**src/rtl/dcache_ctrl.sv**
```systemverilog
// Direct-mapped, write-back, write-allocate data-cache controller between the MEM stage
// and a four-bank main memory; drives an external 256x4-word cache array.
module dcache_ctrl (
  input  logic        clk,
  input  logic        rst,
  input  logic [15:0] Addr,
  input  logic [15:0] DataIn,
  input  logic        Rd,
  input  logic        Wr,
  output logic [15:0] DataOut,
  output logic        Done,
  output logic        Stall,
  output logic        CacheHit,
  output logic        err,
  output logic        c_en,
  output logic        c_comp,
  output logic        c_write,
  output logic        c_valid_in,
  output logic [7:0]  c_index,
  output logic [1:0]  c_word,
  output logic [4:0]  c_tag_in,
  output logic [15:0] c_data_in,
  input  logic        c_hit,
  input  logic        c_dirty,
  input  logic        c_valid,
  input  logic [4:0]  c_tag_out,
  input  logic [15:0] c_data_out,
  output logic [15:0] m_addr,
  output logic [15:0] m_data_in,
  output logic        m_wr,
  output logic        m_rd,
  input  logic [15:0] m_data_out,
  input  logic        m_stall
);

  // Low two bits of the WB/RD/FL encodings give the word being handled.
  typedef enum logic [3:0] {
    S_IDLE  = 4'd0,
    S_RETRY = 4'd1,
    S_WB0   = 4'd4,
    S_WB1   = 4'd5,
    S_WB2   = 4'd6,
    S_WB3   = 4'd7,
    S_RD0   = 4'd8,
    S_RD1   = 4'd9,
    S_RD2   = 4'd10,
    S_RD3   = 4'd11,
    S_FL2   = 4'd14,
    S_FL3   = 4'd15
  } state_t;

  state_t      state_q, state_d;
  logic [15:0] req_addr_q, req_addr_d;
  logic [15:0] req_data_q, req_data_d;
  logic        req_wr_q, req_wr_d;
  logic [4:0]  victim_tag_q, victim_tag_d;

  logic        req_ok_s;
  logic        req_bad_s;
  logic        fill_en_s;
  logic [1:0]  fill_word_s;
  logic [1:0]  k_s;
  logic [4:0]  req_tag_s;
  logic [7:0]  req_index_s;

  assign req_ok_s    = (Rd ^ Wr) && !Addr[0];
  assign req_bad_s   = (Rd && Wr) || ((Rd || Wr) && Addr[0]);
  assign k_s         = state_q[1:0];
  assign req_tag_s   = req_addr_q[15:11];
  assign req_index_s = req_addr_q[10:3];

  // Next-state and cache/memory/pipeline outputs; everything is zero during reset.
  always_comb begin
    state_d      = state_q;
    req_addr_d   = req_addr_q;
    req_data_d   = req_data_q;
    req_wr_d     = req_wr_q;
    victim_tag_d = victim_tag_q;
    DataOut      = 16'h0000;
    Done         = 1'b0;
    Stall        = 1'b0;
    CacheHit     = 1'b0;
    err          = 1'b0;
    c_en         = 1'b0;
    c_comp       = 1'b0;
    c_write      = 1'b0;
    c_valid_in   = 1'b0;
    c_index      = 8'h00;
    c_word       = 2'b00;
    c_tag_in     = 5'h00;
    c_data_in    = 16'h0000;
    m_addr       = 16'h0000;
    m_data_in    = 16'h0000;
    m_wr         = 1'b0;
    m_rd         = 1'b0;
    fill_en_s    = 1'b0;
    fill_word_s  = 2'b00;

    if (rst) begin
      state_d = S_IDLE;
    end else begin
      case (state_q)
        S_IDLE: begin
          if (req_bad_s) begin
            err = 1'b1;
          end else if (req_ok_s) begin
            c_en      = 1'b1;
            c_comp    = 1'b1;
            c_write   = Wr;
            c_tag_in  = Addr[15:11];
            c_index   = Addr[10:3];
            c_word    = Addr[2:1];
            c_data_in = DataIn;
            if (c_hit) begin
              Done     = 1'b1;
              CacheHit = 1'b1;
              DataOut  = c_data_out;
            end else begin
              Stall        = 1'b1;
              req_addr_d   = Addr;
              req_data_d   = DataIn;
              req_wr_d     = Wr;
              victim_tag_d = c_tag_out;
              state_d      = (c_valid && c_dirty) ? S_WB0 : S_RD0;
            end
          end else begin
            state_d = S_IDLE;
          end
        end
        S_WB0, S_WB1, S_WB2, S_WB3: begin
          Stall     = 1'b1;
          c_en      = 1'b1;
          c_index   = req_index_s;
          c_word    = k_s;
          m_wr      = 1'b1;
          m_addr    = {victim_tag_q, req_index_s, k_s, 1'b0};
          m_data_in = c_data_out;
          if (m_stall) begin
            state_d = state_q;
          end else if (state_q == S_WB3) begin
            state_d = S_RD0;
          end else begin
            state_d = state_t'(state_q + 4'd1);
          end
        end
        S_RD0, S_RD1, S_RD2, S_RD3: begin
          Stall  = 1'b1;
          m_rd   = 1'b1;
          m_addr = {req_tag_s, req_index_s, k_s, 1'b0};
          err    = m_stall;
          // Read data lags the request by two cycles, so RD2/RD3 store words 0/1.
          fill_en_s   = state_q[1];
          fill_word_s = k_s - 2'd2;
          if (state_q == S_RD3) begin
            state_d = S_FL2;
          end else begin
            state_d = state_t'(state_q + 4'd1);
          end
        end
        S_FL2, S_FL3: begin
          Stall       = 1'b1;
          fill_en_s   = 1'b1;
          fill_word_s = k_s;
          state_d     = (state_q == S_FL3) ? S_RETRY : S_FL3;
        end
        S_RETRY: begin
          Stall     = 1'b1;
          Done      = 1'b1;
          c_en      = 1'b1;
          c_comp    = 1'b1;
          c_write   = req_wr_q;
          c_tag_in  = req_tag_s;
          c_index   = req_index_s;
          c_word    = req_addr_q[2:1];
          c_data_in = req_data_q;
          DataOut   = c_data_out;
          state_d   = S_IDLE;
        end
        default: begin
          state_d = S_IDLE;
        end
      endcase

      if (fill_en_s) begin
        c_en       = 1'b1;
        c_comp     = 1'b0;
        c_write    = 1'b1;
        c_valid_in = 1'b1;
        c_tag_in   = req_tag_s;
        c_index    = req_index_s;
        c_word     = fill_word_s;
        c_data_in  = m_data_out;
      end else begin
        fill_word_s = fill_word_s;
      end
    end
  end

  // State and latched-request registers.
  always_ff @(posedge clk) begin
    if (rst) begin
      state_q      <= S_IDLE;
      req_addr_q   <= 16'h0000;
      req_data_q   <= 16'h0000;
      req_wr_q     <= 1'b0;
      victim_tag_q <= 5'h00;
    end else begin
      state_q      <= state_d;
      req_addr_q   <= req_addr_d;
      req_data_q   <= req_data_d;
      req_wr_q     <= req_wr_d;
      victim_tag_q <= victim_tag_d;
    end
  end

endmodule

```
**config.mk**
```make
export PLATFORM = sky130hd
export DESIGN_NAME = dcache_ctrl
export DESIGN_NICKNAME = d
export VERILOG_FILES = /design/src/rtl/dcache_ctrl.sv
export SDC_FILE = /design/constraint.sdc
export NUM_CORES = 1
export LEC_CHECK = 0
export CORE_ASPECT_RATIO = 0.8
export CORE_MARGIN = 4
export CORE_UTILIZATION = 34
export DETAILED_ROUTE_END_ITERATION = 6
export HOLD_SLACK_MARGIN = 0.02
export PLACE_DENSITY = 0.77
export SETUP_SLACK_MARGIN = 0.1
export SLEW_MARGIN = 20
export SYNTH_ARGS = -nofsm -noshare
export SYNTH_HDL_FRONTEND = slang
export SYNTH_SLANG_ARGS = --single-unit
```
**constraint.sdc**
```tcl
create_clock -name clk -period 2.5 [get_ports clk]
set_clock_uncertainty 0.05 [all_clocks]
set_input_delay 0.5 -clock clk [delete_from_list [all_inputs] [get_ports clk]]
set_output_delay 0.5 -clock clk [all_outputs]
set_load 0.03 [all_outputs]
```
==> results by group <==
Yosys
  – YS warnings: 0
  – Post-synth ARST share: 0%
  – Top_reg_cell synth: dfxtp_1
  – Synth Cell Area: 2780 um2
  – Number of flops mapped to enable cells by yosys: 0
  – Area leader, netlist: dfxtp_1
  – Count of different cell masters after synthesis: roughly 50
  – Synth Area per Inst: about 7.5 um2
  – Yosys reg bits: 41
  – Syn Nets: roughly 460
  – Syn Inst Count: around 370
  – Top-area cell type share of the netlist area: between 20% and 30%
  – Area contributors post-synth: dfxtp_1 (30%), nand2_1 (11%), and2_1 (9.9%)
  – Sequential element share of the synthesized area: 29.6%

STA
  – Worst setup margin: -0.439 ns
  – Final critical-path share of the clock period: 118%
  – Slew Limit Fails: 0
  – Setup TNS: -21.39 ns
  – Final hold violation count: 0
  – Min cycle time layout: roughly 2.9 ns
  – WHS: approximately 0.4 ns
  – Max Clock Freq: between 300 and 400 MHz
  – Final setup viols: 80
  – Worst-margin pin slew: slightly above 0.5 ns
  – Worst rel slew slack: between 60% and 70%
  – RSZ-0062 raised after global routing: yes

Pwr
  – P_sw: between 0.8 and 0.9 mW
  – Clock network fraction of total power: approximately a fifth
  – Pwr dens: approximately 370 nW/um2
  – Sw Share: between 30% and 40%
  – Comb pwr share: 48.5%
  – Seq pwr share: between 30% and 40%
  – Worst VDD drop: roughly 210 uV
  – P_leak: between 2 and 2.5 nW
  – P_int: around 1.4 mW

CTS
  – Clock transition at path regs: ~0.090 ns
  – CTS Buf Count: 5
  – CTS H-tree depth: 2
  – Root Buffer: clkbuf_8
  – Later-pin clock latency in the skew report: approximately 0.3 ns
  – CTS Buffer Depth: 2
  – CTS tree: yes
  – Clock Sinks: between 40 and 50

Drt
  – Wirelength per Cell: roughly 18 um
  – Vias/cell: about 5.2
  – 1st-iter DRT viols: 170
  – Final ANT Viol Nets: 0
  – Vias: roughly 3700
  – Routed WL: roughly 13 mm
  – Residual DRC count: 0
  – Drt first pass iters: 6

Global route
  – First-pass GRT wire length: 18.0 mm
  – Vias in the first global route: 3538
  – GR Overflow Total: 0
  – Largest net degree at the start of global routing: 38
  – Total global-route track usage: between 20% and 30%
  – Initial antenna violation count: 0

Hold path
  – Hold Crit Class: reg -> reg

Final layout
  – Final #Nets: ~670
  – Share of post-route cells with drive strength above 1: a little under half
  – ANT cells: 0
  – Post-Layout Inst Area: ~6000 um2
  – Area grow syn2layout: 113%
  – Filler instances: approximately 570

Placement
  – Dpl cell area: ~5100 um2
  – Final GP Congestion: just over 0.9
  – PortBufs: around 160
  – DP HPWL: about 8.3 mm

Worst setup path
  – CP Data Required Time: 1.95 ns
  – Worst setup path class: reg -> out
  – Crit-path max FO: 5
  – Endpoint type of the worst setup path: output port
  – Setup crit start kind: flop
  – CP arrival: between 2 and 2.5 ns

Floorplanning
  – Die ar.: 9680 um2
  – Die X: 109 um
  – Die Ht: 88.8 um
  – Core area: ~8000 um2
  – Initial Util: a little over a third
  – # rows: 29
  – IO Pins: approximately 170

Run
  – Max_cap viols: 0

Outcome
  – Outcome: finished, violations left
  – Failing checks: negative setup slack
-- through the flow --
step	cells	total power, mW	setup slack, ns	utilization (%)
floorplan	372	1.15	0.0000127	-
global placement	658	1.51	-0.463	63.5
detailed placement	658	1.52	-0.488	63.6
CTS	685	2.11	-0.393	71.2
global route	698	2.30	-0.526	74.6
finish	698	2.21	-0.439	74.6
-- metal layers --
layer	wire length, um	share of wire, %	GRT usage [%]	up-vias
li1	-	-	-	1756
met1	4940	39	27.5	1724
met2	6310	50	42.9	160
met3	1260	10	6.93	15
met4	125	0.99	4.93	0
met5	0	0	0	-
-- layout make-up --
class	instances	area [um2]	area share [%]
Clock buffer	5	68.8	1.16
Inverter	6	27.5	0.465
Timing Repair Buffer	239	2390	40.4
Tap cell	108	135	2.28
Clock inverter	3	17.5	0.296
Sequential cell	41	828	14.0
Multi-Input combinational cell	296	2450	41.4
-- synth_stat cells, types with 9 or more instances --
cell type	count
a21oi_1	46
a22o_1	18
a22oi_1	17
and2_1	44
buf_2	10
clkbuf_1	16
dfxtp_1	41
nand2_1	79
nor2_1	9
o2bb2ai_1	16
-- worst max-delay path: stages (launching register included) --
cell      delay [ns]
dfxtp_4         0.38
inv_4           0.04
ha_2            0.23
nor4_4          0.39
buf_4           0.18
buf_4           0.13
nor2_1          0.07
a222oi_1        0.37
a21oi_2         0.10
buf_4           0.18
-- power by group through the flow --
stage | clock (mW) | sequential [mW] | combinational [mW]
4_1_cts | 0.448 | 0.700 | 0.966
6_report | 0.439 | 0.702 | 1.07
2_1_floorplan | 0 | 0.711 | 0.440
3_5_place_dp | 0 | 0.714 | 0.808
5_1_grt | 0.466 | 0.705 | 1.13
3_3_place_gp | 0 | 0.713 | 0.799
-- flip-flops by register name (all words and copies together) (netlist names) --
signal	cells
req_wr_q	1
req_addr_q	15
victim_tag_q	5
req_data_q	16
state_q	4
-- placed cells by master, fill, tap and decap left out, types with 3 or more instances in the layout --
cell type	count
o21ai_0	4
clkdlybuf4s50_1	72
dfxtp_1	39
a21oi_1	40
nor3_4	5
buf_12	14
a22oi_1	9
buf_16	3
a22o_4	5
clkbuf_8	5
a22o_2	8
nand2b_1	4
a21oi_4	5
a22oi_2	8
a22o_1	5
o2bb2ai_4	12
buf_6	46
nor2_1	8
and2_1	27
o2bb2ai_2	4
nor2b_1	3
nand2_1	78
nor3_1	3
buf_4	98
ha_4	3
and2_4	16
-- final timing paths --
kind,start,cells after the start,to,slack (ns)
worst max register to register,state_q[1]$_SDFFE_PP0P_,14,req_addr_q[13]$_SDFFE_PP0P_,0.24
worst min register to register,victim_tag_q[3]$_SDFFE_PP0P_,2,victim_tag_q[3]$_SDFFE_PP0P_,0.41
worst max-delay path,state_q[0]$_SDFFE_PP0P_,9,c_word[0],-0.44
worst min-delay path,victim_tag_q[3]$_SDFFE_PP0P_,2,victim_tag_q[3]$_SDFFE_PP0P_,0.41
-- what timing repair did --
| action | CTS | global route |
|---|---|---|
| gates resized for setup | 86 | 40 |
| hold buffers | 0 | 0 |
| endpoints found under the setup margin | 88 | 88 |
| endpoints found under the hold margin | 0 | 0 |
| cloned | 3 | 2 |
| pin swaps | 26 | 11 |
| setup buffers | 17 | 12 |
-- kinds of logic after synthesis --
group | share of synthesized area, %
flip-flops | 29.6
buffers and inverters | 5.99
AND/OR/NAND/NOR | 29.8
adder cells (fa/ha/maj) | 2.70
AO/OA/AOI/OAI | 31.8
other | 0.135
Note: power is estimated with default switching activity, not from simulation.
